## src/rtl/uart_distance_stats.sv

```systemverilog
// Distance-sensor link: UART packet in -> min/max/mean -> 8-byte UART result frame out.
// Optional macro DIST_ZERO_FILTER_EN excludes zero-valued samples from the statistics.
module uart_distance_stats #(
    parameter int          CLKS_PER_BIT = 868,
    parameter logic [7:0]  HDR0         = 8'hAA,
    parameter logic [7:0]  HDR1         = 8'h55
) (
    input  logic clk,
    input  logic reset,
    input  logic rxd,
    output logic txd
);
    localparam int             CW        = $clog2(CLKS_PER_BIT + 1);
    localparam logic [CW-1:0]  BIT_LAST  = CW'(CLKS_PER_BIT - 1);
    localparam logic [CW-1:0]  HALF_LAST = CW'(CLKS_PER_BIT / 2 - 1);
    localparam logic [CW-1:0]  CNT_ONE   = CW'(1);

    typedef enum logic [1:0] {RX_IDLE, RX_START, RX_DATA, RX_STOP} rx_state_t;
    typedef enum logic [2:0] {P_HUNT0, P_HUNT1, P_LEN, P_LO, P_HI, P_DONE, P_DIV} p_state_t;
    typedef enum logic [1:0] {TX_IDLE, TX_START, TX_DATA, TX_STOP} tx_state_t;

    rx_state_t      r_rx_state;
    logic           r_rx_s1, r_rx_s2, r_rx_prev;
    logic [CW-1:0]  r_rx_cnt;
    logic [2:0]     r_rx_bit;
    logic [7:0]     r_rx_shift;
    logic           r_rx_valid, r_rx_ferr;

    always_ff @(posedge clk) begin
        if (reset) begin
            r_rx_state <= RX_IDLE;
            r_rx_s1    <= 1'b1;
            r_rx_s2    <= 1'b1;
            r_rx_prev  <= 1'b1;
            r_rx_cnt   <= '0;
            r_rx_bit   <= '0;
            r_rx_shift <= '0;
            r_rx_valid <= 1'b0;
            r_rx_ferr  <= 1'b0;
        end else begin
            r_rx_s1    <= rxd;
            r_rx_s2    <= r_rx_s1;
            r_rx_prev  <= r_rx_s2;
            r_rx_valid <= 1'b0;
            r_rx_ferr  <= 1'b0;
            case (r_rx_state)
                RX_IDLE: begin
                    if (r_rx_prev && !r_rx_s2) begin
                        r_rx_state <= RX_START;
                        r_rx_cnt   <= '0;
                    end
                end
                RX_START: begin
                    if (r_rx_cnt == HALF_LAST) begin
                        r_rx_cnt   <= '0;
                        r_rx_bit   <= '0;
                        r_rx_state <= r_rx_s2 ? RX_IDLE : RX_DATA;
                    end else begin
                        r_rx_cnt <= r_rx_cnt + CNT_ONE;
                    end
                end
                RX_DATA: begin
                    if (r_rx_cnt == BIT_LAST) begin
                        r_rx_cnt   <= '0;
                        r_rx_shift <= {r_rx_s2, r_rx_shift[7:1]};
                        if (r_rx_bit == 3'd7) r_rx_state <= RX_STOP;
                        else                  r_rx_bit   <= r_rx_bit + 3'd1;
                    end else begin
                        r_rx_cnt <= r_rx_cnt + CNT_ONE;
                    end
                end
                default: begin
                    if (r_rx_cnt == BIT_LAST) begin
                        r_rx_cnt   <= '0;
                        r_rx_state <= RX_IDLE;
                        r_rx_valid <= r_rx_s2;
                        r_rx_ferr  <= !r_rx_s2;
                    end else begin
                        r_rx_cnt <= r_rx_cnt + CNT_ONE;
                    end
                end
            endcase
        end
    end

    p_state_t       r_p_state;
    logic [7:0]     r_remaining, r_lo, r_count;
    logic [15:0]    r_min, r_max;
    logic [23:0]    r_sum;
    logic [4:0]     r_div_cnt;
    logic [7:0]     r_div_rem;
    logic [23:0]    r_div_quo;
    logic           r_res_valid;
    logic [15:0]    r_res_min, r_res_max, r_res_mean;

    logic [15:0]    w_sample;
    logic           w_sample_ok;
    logic [8:0]     w_div_shift;
    logic           w_div_ge;
    logic [7:0]     w_div_sub;

    assign w_sample    = {r_rx_shift, r_lo};
`ifdef DIST_ZERO_FILTER_EN
    assign w_sample_ok = (w_sample != 16'h0000);
`else
    assign w_sample_ok = 1'b1;
`endif
    // Partial remainder is always below the divisor, so the 8-bit wrap of the subtraction is exact.
    assign w_div_shift = {r_div_rem, r_div_quo[23]};
    assign w_div_ge    = (w_div_shift >= {1'b0, r_count});
    assign w_div_sub   = w_div_shift[7:0] - r_count;

    always_ff @(posedge clk) begin
        if (reset) begin
            r_p_state   <= P_HUNT0;
            r_remaining <= '0;
            r_lo        <= '0;
            r_count     <= '0;
            r_min       <= 16'hFFFF;
            r_max       <= '0;
            r_sum       <= '0;
            r_div_cnt   <= '0;
            r_div_rem   <= '0;
            r_div_quo   <= '0;
            r_res_valid <= 1'b0;
            r_res_min   <= '0;
            r_res_max   <= '0;
            r_res_mean  <= '0;
        end else begin
            r_res_valid <= 1'b0;
            case (r_p_state)
                P_HUNT0: if (r_rx_valid && r_rx_shift == HDR0) r_p_state <= P_HUNT1;
                P_HUNT1: begin
                    if (r_rx_valid) begin
                        if (r_rx_shift == HDR1)      r_p_state <= P_LEN;
                        else if (r_rx_shift != HDR0) r_p_state <= P_HUNT0;
                    end
                end
                P_LEN: begin
                    if (r_rx_valid) begin
                        if (r_rx_shift == 8'd0) begin
                            r_p_state <= P_HUNT0;
                        end else begin
                            r_remaining <= r_rx_shift;
                            r_min       <= 16'hFFFF;
                            r_max       <= '0;
                            r_sum       <= '0;
                            r_count     <= '0;
                            r_p_state   <= P_LO;
                        end
                    end
                end
                P_LO: begin
                    if (r_rx_valid) begin
                        r_lo      <= r_rx_shift;
                        r_p_state <= P_HI;
                    end
                end
                P_HI: begin
                    if (r_rx_valid) begin
                        if (w_sample_ok) begin
                            if (w_sample < r_min) r_min <= w_sample;
                            if (w_sample > r_max) r_max <= w_sample;
                            r_sum   <= r_sum + {8'd0, w_sample};
                            r_count <= r_count + 8'd1;
                        end
                        r_remaining <= r_remaining - 8'd1;
                        r_p_state   <= (r_remaining == 8'd1) ? P_DONE : P_LO;
                    end
                end
                P_DONE: begin
                    if (r_count == 8'd0) begin
                        r_res_min   <= '0;
                        r_res_max   <= '0;
                        r_res_mean  <= '0;
                        r_res_valid <= 1'b1;
                        r_p_state   <= P_HUNT0;
                    end else begin
                        r_div_rem <= '0;
                        r_div_quo <= r_sum;
                        r_div_cnt <= 5'd24;
                        r_p_state <= P_DIV;
                    end
                end
                default: begin
                    if (r_div_cnt == 5'd0) begin
                        r_res_min   <= r_min;
                        r_res_max   <= r_max;
                        r_res_mean  <= r_div_quo[15:0];
                        r_res_valid <= 1'b1;
                        r_p_state   <= P_HUNT0;
                    end else begin
                        r_div_rem <= w_div_ge ? w_div_sub : w_div_shift[7:0];
                        r_div_quo <= {r_div_quo[22:0], w_div_ge};
                        r_div_cnt <= r_div_cnt - 5'd1;
                    end
                end
            endcase
            // A framing error abandons any packet being assembled.
            if (r_rx_ferr && r_p_state != P_DONE && r_p_state != P_DIV)
                r_p_state <= P_HUNT0;
        end
    end

    tx_state_t      r_tx_state;
    logic [CW-1:0]  r_tx_cnt;
    logic [2:0]     r_tx_bit, r_tx_byte;
    logic [63:0]    r_tx_data;
    logic           r_txd;

    always_ff @(posedge clk) begin
        if (reset) begin
            r_tx_state <= TX_IDLE;
            r_tx_cnt   <= '0;
            r_tx_bit   <= '0;
            r_tx_byte  <= '0;
            r_tx_data  <= '0;
            r_txd      <= 1'b1;
        end else begin
            case (r_tx_state)
                TX_IDLE: begin
                    r_txd <= 1'b1;
                    if (r_res_valid) begin
                        r_tx_data  <= {r_res_mean, r_res_max, r_res_min, HDR1, HDR0};
                        r_tx_byte  <= '0;
                        r_tx_cnt   <= '0;
                        r_txd      <= 1'b0;
                        r_tx_state <= TX_START;
                    end
                end
                TX_START: begin
                    if (r_tx_cnt == BIT_LAST) begin
                        r_tx_cnt   <= '0;
                        r_tx_bit   <= '0;
                        r_txd      <= r_tx_data[0];
                        r_tx_state <= TX_DATA;
                    end else begin
                        r_tx_cnt <= r_tx_cnt + CNT_ONE;
                    end
                end
                TX_DATA: begin
                    if (r_tx_cnt == BIT_LAST) begin
                        r_tx_cnt  <= '0;
                        r_tx_data <= r_tx_data >> 1;
                        if (r_tx_bit == 3'd7) begin
                            r_txd      <= 1'b1;
                            r_tx_state <= TX_STOP;
                        end else begin
                            r_tx_bit <= r_tx_bit + 3'd1;
                            r_txd    <= r_tx_data[1];
                        end
                    end else begin
                        r_tx_cnt <= r_tx_cnt + CNT_ONE;
                    end
                end
                default: begin
                    if (r_tx_cnt == BIT_LAST) begin
                        r_tx_cnt <= '0;
                        if (r_tx_byte == 3'd7) begin
                            r_tx_state <= TX_IDLE;
                        end else begin
                            r_tx_byte  <= r_tx_byte + 3'd1;
                            r_txd      <= 1'b0;
                            r_tx_state <= TX_START;
                        end
                    end else begin
                        r_tx_cnt <= r_tx_cnt + CNT_ONE;
                    end
                end
            endcase
        end
    end

    assign txd = r_txd;

endmodule

```

## config.mk

```make
export PLATFORM = sky130hd
export DESIGN_NAME = uart_distance_stats
export DESIGN_NICKNAME = d
export VERILOG_FILES = /design/src/rtl/uart_distance_stats.sv
export SDC_FILE = /design/constraint.sdc
export NUM_CORES = 1
export LEC_CHECK = 0
export CORE_MARGIN = 2
export CORE_UTILIZATION = 40
export CTS_CLUSTER_SIZE = 10
export DETAILED_ROUTE_END_ITERATION = 10
export PLACE_DENSITY_LB_ADDON = 0.12
export SLEW_MARGIN = 20
export SYNTH_ARGS = -nofsm -noshare
export SYNTH_HDL_FRONTEND = slang
export SYNTH_SLANG_ARGS = --single-unit
```

## constraint.sdc

```tcl
create_clock -name clk -period 3.4 [get_ports clk]
set_input_delay 0.85 -clock clk [delete_from_list [all_inputs] [get_ports clk]]
set_output_delay 0.85 -clock clk [all_outputs]
set_load 0.02 [all_outputs]
```

==> results.sh <==
export IMPL_post_route_min_period_ns=2.73
export IMPL_r2r_end="r_sum[12]"
export IMPL_multi_input_area_um2=7300
export IMPL_drtIter0Drc=581
export IMPL_r2r_slack_ns=0.67
export IMPL_p_leak_nw=5.24
export IMPL_pin_count=4
export IMPL_tightestPinTransition_ns=0.868
export IMPL_finalSetupViolCount=0
export IMPL_startpoint_type="flop"
export IMPL_hpwlAfterDp_um=21500
export IMPL_cts_sinks=280
export IMPL_finalHoldViolCount=0
export IMPL_finalSetupTns_ns=0
export IMPL_synth_edf_count=0
export IMPL_grt_max_degree=73
export IMPL_yosysWarnings=0
export IMPL_reg2reg_depth=7
export IMPL_relSlewSlack_pct=42.1
export IMPL_regArea_um2=5610
export IMPL_min_period_over_period_pct=80.2
export IMPL_synthFlopType="dfxtp_1"
export IMPL_rsz0062_at_grt="false"
export IMPL_power_density_nw_per_um2=511
export IMPL_postSynthCellCount=1614
export IMPL_dpl_worst_slack_ns=0.721
export IMPL_fin_skew_ns=0.0276
export IMPL_hold_class="reg -> reg"
export IMPL_crit_type="reg -> reg"
export IMPL_crit_reg2reg_launch="r_lo[0]"
export IMPL_clockBufferDepth=3
export IMPL_avgRoutedWirePerCell_um=15.5
export IMPL_cap_violations=0
export IMPL_antenna_left=0
export IMPL_fp_dieArea_um2=35400
export IMPL_vias=11000
export IMPL_routed_wl_um=31700
export IMPL_vdd_ir_drop_max_mv=0.316
export IMPL_htreeDepth=2
export IMPL_first_global_vias=10500
export IMPL_gp_congestion=0.844
export IMPL_antenna_cells=0
export IMPL_syn_nets=1693
export IMPL_crit_required_ns=3.79
export IMPL_die_w_um=188
export IMPL_syn2layout_area_growth_pct=10.8
export IMPL_start_util_pct=40.5
export IMPL_end_kind="flop"
export IMPL_final_nets=1661
export IMPL_fillers=3289
export IMPL_async_flop_share_pct=0
export IMPL_synth_largest_area_cell="dfxtp_1"
export IMPL_drc=0
export IMPL_dr_pass1_iters=5
export IMPL_clk_latency_ns=0.52
export IMPL_holdPathEnd="r_rx_s2"
export IMPL_netlist_cell_type_count=73
export IMPL_holdBufCountCts=0
export IMPL_ys_top_cells_by_area="dfxtp_1, ha_1, nand2_1, nor2_1, a21oi_1"
export IMPL_rows=67
export IMPL_numPortBuffers=3
export IMPL_grt_total_usage_pct=18.0
export IMPL_ys_ff_latch=280
export IMPL_path_clk_slew_ns=0.06
export IMPL_viasPerCell=5.38
export IMPL_final_setup_worst_slack_ns=0.673
export IMPL_clockRootBuffer="clkbuf_16"
export IMPL_worst_hold_startpoint="r_rx_s1"
export IMPL_cts_made_buffers=35
export IMPL_yosysTopAreaCellShare_pct=41.4
export IMPL_critical_path_max_fanout=6
export IMPL_syn_area_um2=13500
export IMPL_core_area_um2=33400
export IMPL_cts_setup_buffers=0
export IMPL_worst_endpoint_arrival_ns=3.12
export IMPL_die_y_um=188
export IMPL_slew_viol_final=0
export IMPL_drive_above_1_share_pct=6.16
export IMPL_grt_first_pass_wirelength_um=53500
export IMPL_cts_tree="yes"
export IMPL_placed_cells=1993
export IMPL_max_freq_mhz=367
export IMPL_antenna_found_initial=0
export IMPL_hold_depth=1
export IMPL_post_route_util_pct=44.9
export IMPL_cts_repair_resized=0
export IMPL_grt_overflow_total=0
export IMPL_yosysSeqAreaShare_pct=41.4
export IMPL_syn_area_per_cell_um2=8.39
export IMPL_status="finished clean"
export IMPL_final_cells=2039
[per-layer routing]
layer | part of all wire, % | GRT usage, % | vias to the layer above
met4 | 2.5 | 5.66 | 0
met3 | 3.2 | 3.03 | 52
li1 | - | - | 5671
met2 | 44 | 29.2 | 125
met1 | 50 | 24.5 | 5132
met5 | 0 | 0 | -
[sequential cells by signal, indices dropped and copies added, names as in the netlist, 5 cells and up]
name / count
r_tx_data: 64
r_div_quo: 24
r_sum: 24
r_max: 16
r_min: 16
r_res_max: 16
r_res_mean: 16
r_res_min: 16
r_rx_cnt: 10
r_tx_cnt: 10
r_count: 8
r_div_rem: 8
r_lo: 8
r_remaining: 8
r_rx_shift: 8
r_div_cnt: 5
[report_power, final]
part | total (mW) | internal, mW | leakage [nW] | switching, mW
registers | 3.61 | 3.49 | 2.26 | 0.121
clock network | 3.34 | 1.98 | 0.493 | 1.37
logic | 0.719 | 0.287 | 2.48 | 0.432
[logic make-up after synthesis]
family / after synthesis / synth area share, %
AND/OR/NAND/NOR: 593 / 19.8
AO/OA/AOI/OAI: 408 / 20.3
flip-flops: 280 / 41.4
buffers and inverters: 166 / 4.98
adder cells (fa/ha/maj): 76 / 7.13
multiplexers: 57 / 4.21
XOR/XNOR: 34 / 2.20
[per-stage QoR]
step	instance area [um2]	power [mW]	hold slack [ns]
finish	15000	7.68	0.423
global route	15000	8.04	0.444
CTS	15000	7.78	0.426
detailed placement	14000	4.41	0.408
global placement	14000	4.40	0.411
floorplan	13500	4.21	0.389
[worst max path at each step]
| stage | from | to | slack (ns) | cells after the start |
|---|---|---|---|---|
| 6_report | r_lo[0] | r_sum[12] | 0.67 | 7 |
| 5_1_grt | r_lo[0] | r_sum[18] | 0.48 | 9 |
| 4_1_cts | r_lo[0] | r_sum[12] | 0.69 | 7 |
| 3_5_place_dp | r_lo[0] | r_sum[12] | 0.72 | 7 |
| 3_3_place_gp | r_lo[0] | r_sum[12] | 0.78 | 7 |
| 2_1_floorplan | r_rx_shift[3] | r_max[11] | 0.95 | 9 |
[critical path, stage by stage, from the launching register on]
cell	delay, ns
dfxtp_1	0.37
ha_1	0.26
fa_1	0.41
a21o_1	0.20
a311oi_1	0.59
nor3_1	0.16
or3_1	0.37
a32o_1	0.26
[Yosys cell counts, drive strengths merged, types with 14 or more instances]
master  instances
buf            29
xnor2          22
mux2i          57
a22oi          20
nand2b         14
nand3          81
dfxtp         280
a211oi         58
a21oi         140
nor3           27
clkbuf         74
o22a           17
o21ai          45
a311oi         27
inv            63
nand2         197
a22o           18
nor2          190
ha             74
[cell usage in the layout, fill, tap and decap left out, drive strengths merged, types with 4 or more instances in the layout]
cell,synthesis,routed
dfxtp,280,280
nand2,197,197
nor2,190,190
a21oi,140,140
nand3,81,81
ha,74,74
inv,63,64
a211oi,58,58
mux2i,57,57
o21ai,45,45
clkbuf,74,41
buf,29,32
nor3,27,27
a311oi,27,27
xnor2,22,22
a22oi,20,20
a22o,18,18
o22a,17,17
nand2b,14,14
a21o,12,12
xor2,12,12
nand4,10,10
nor2b,10,10
or3,10,10
o31ai,9,9
or2,9,9
o21a,8,8
a31oi,8,8
nor4,8,8
nand3b,7,7
a21boi,7,7
and3,7,7
o211ai,7,7
a211o,6,6
nor3b,4,4
o22ai,4,4
nor4b,4,4
[layout make-up]
class | instances | share of cell area (%)
clock buffer | 41 | 6.39
clock inverter | 5 | 0.283
inverter | 63 | 1.58
multi-input combinational | 1168 | 48.7
sequential | 280 | 37.3
tap | 448 | 3.73
timing repair buffer | 34 | 2.01
Power figures use the tool's default switching activity.
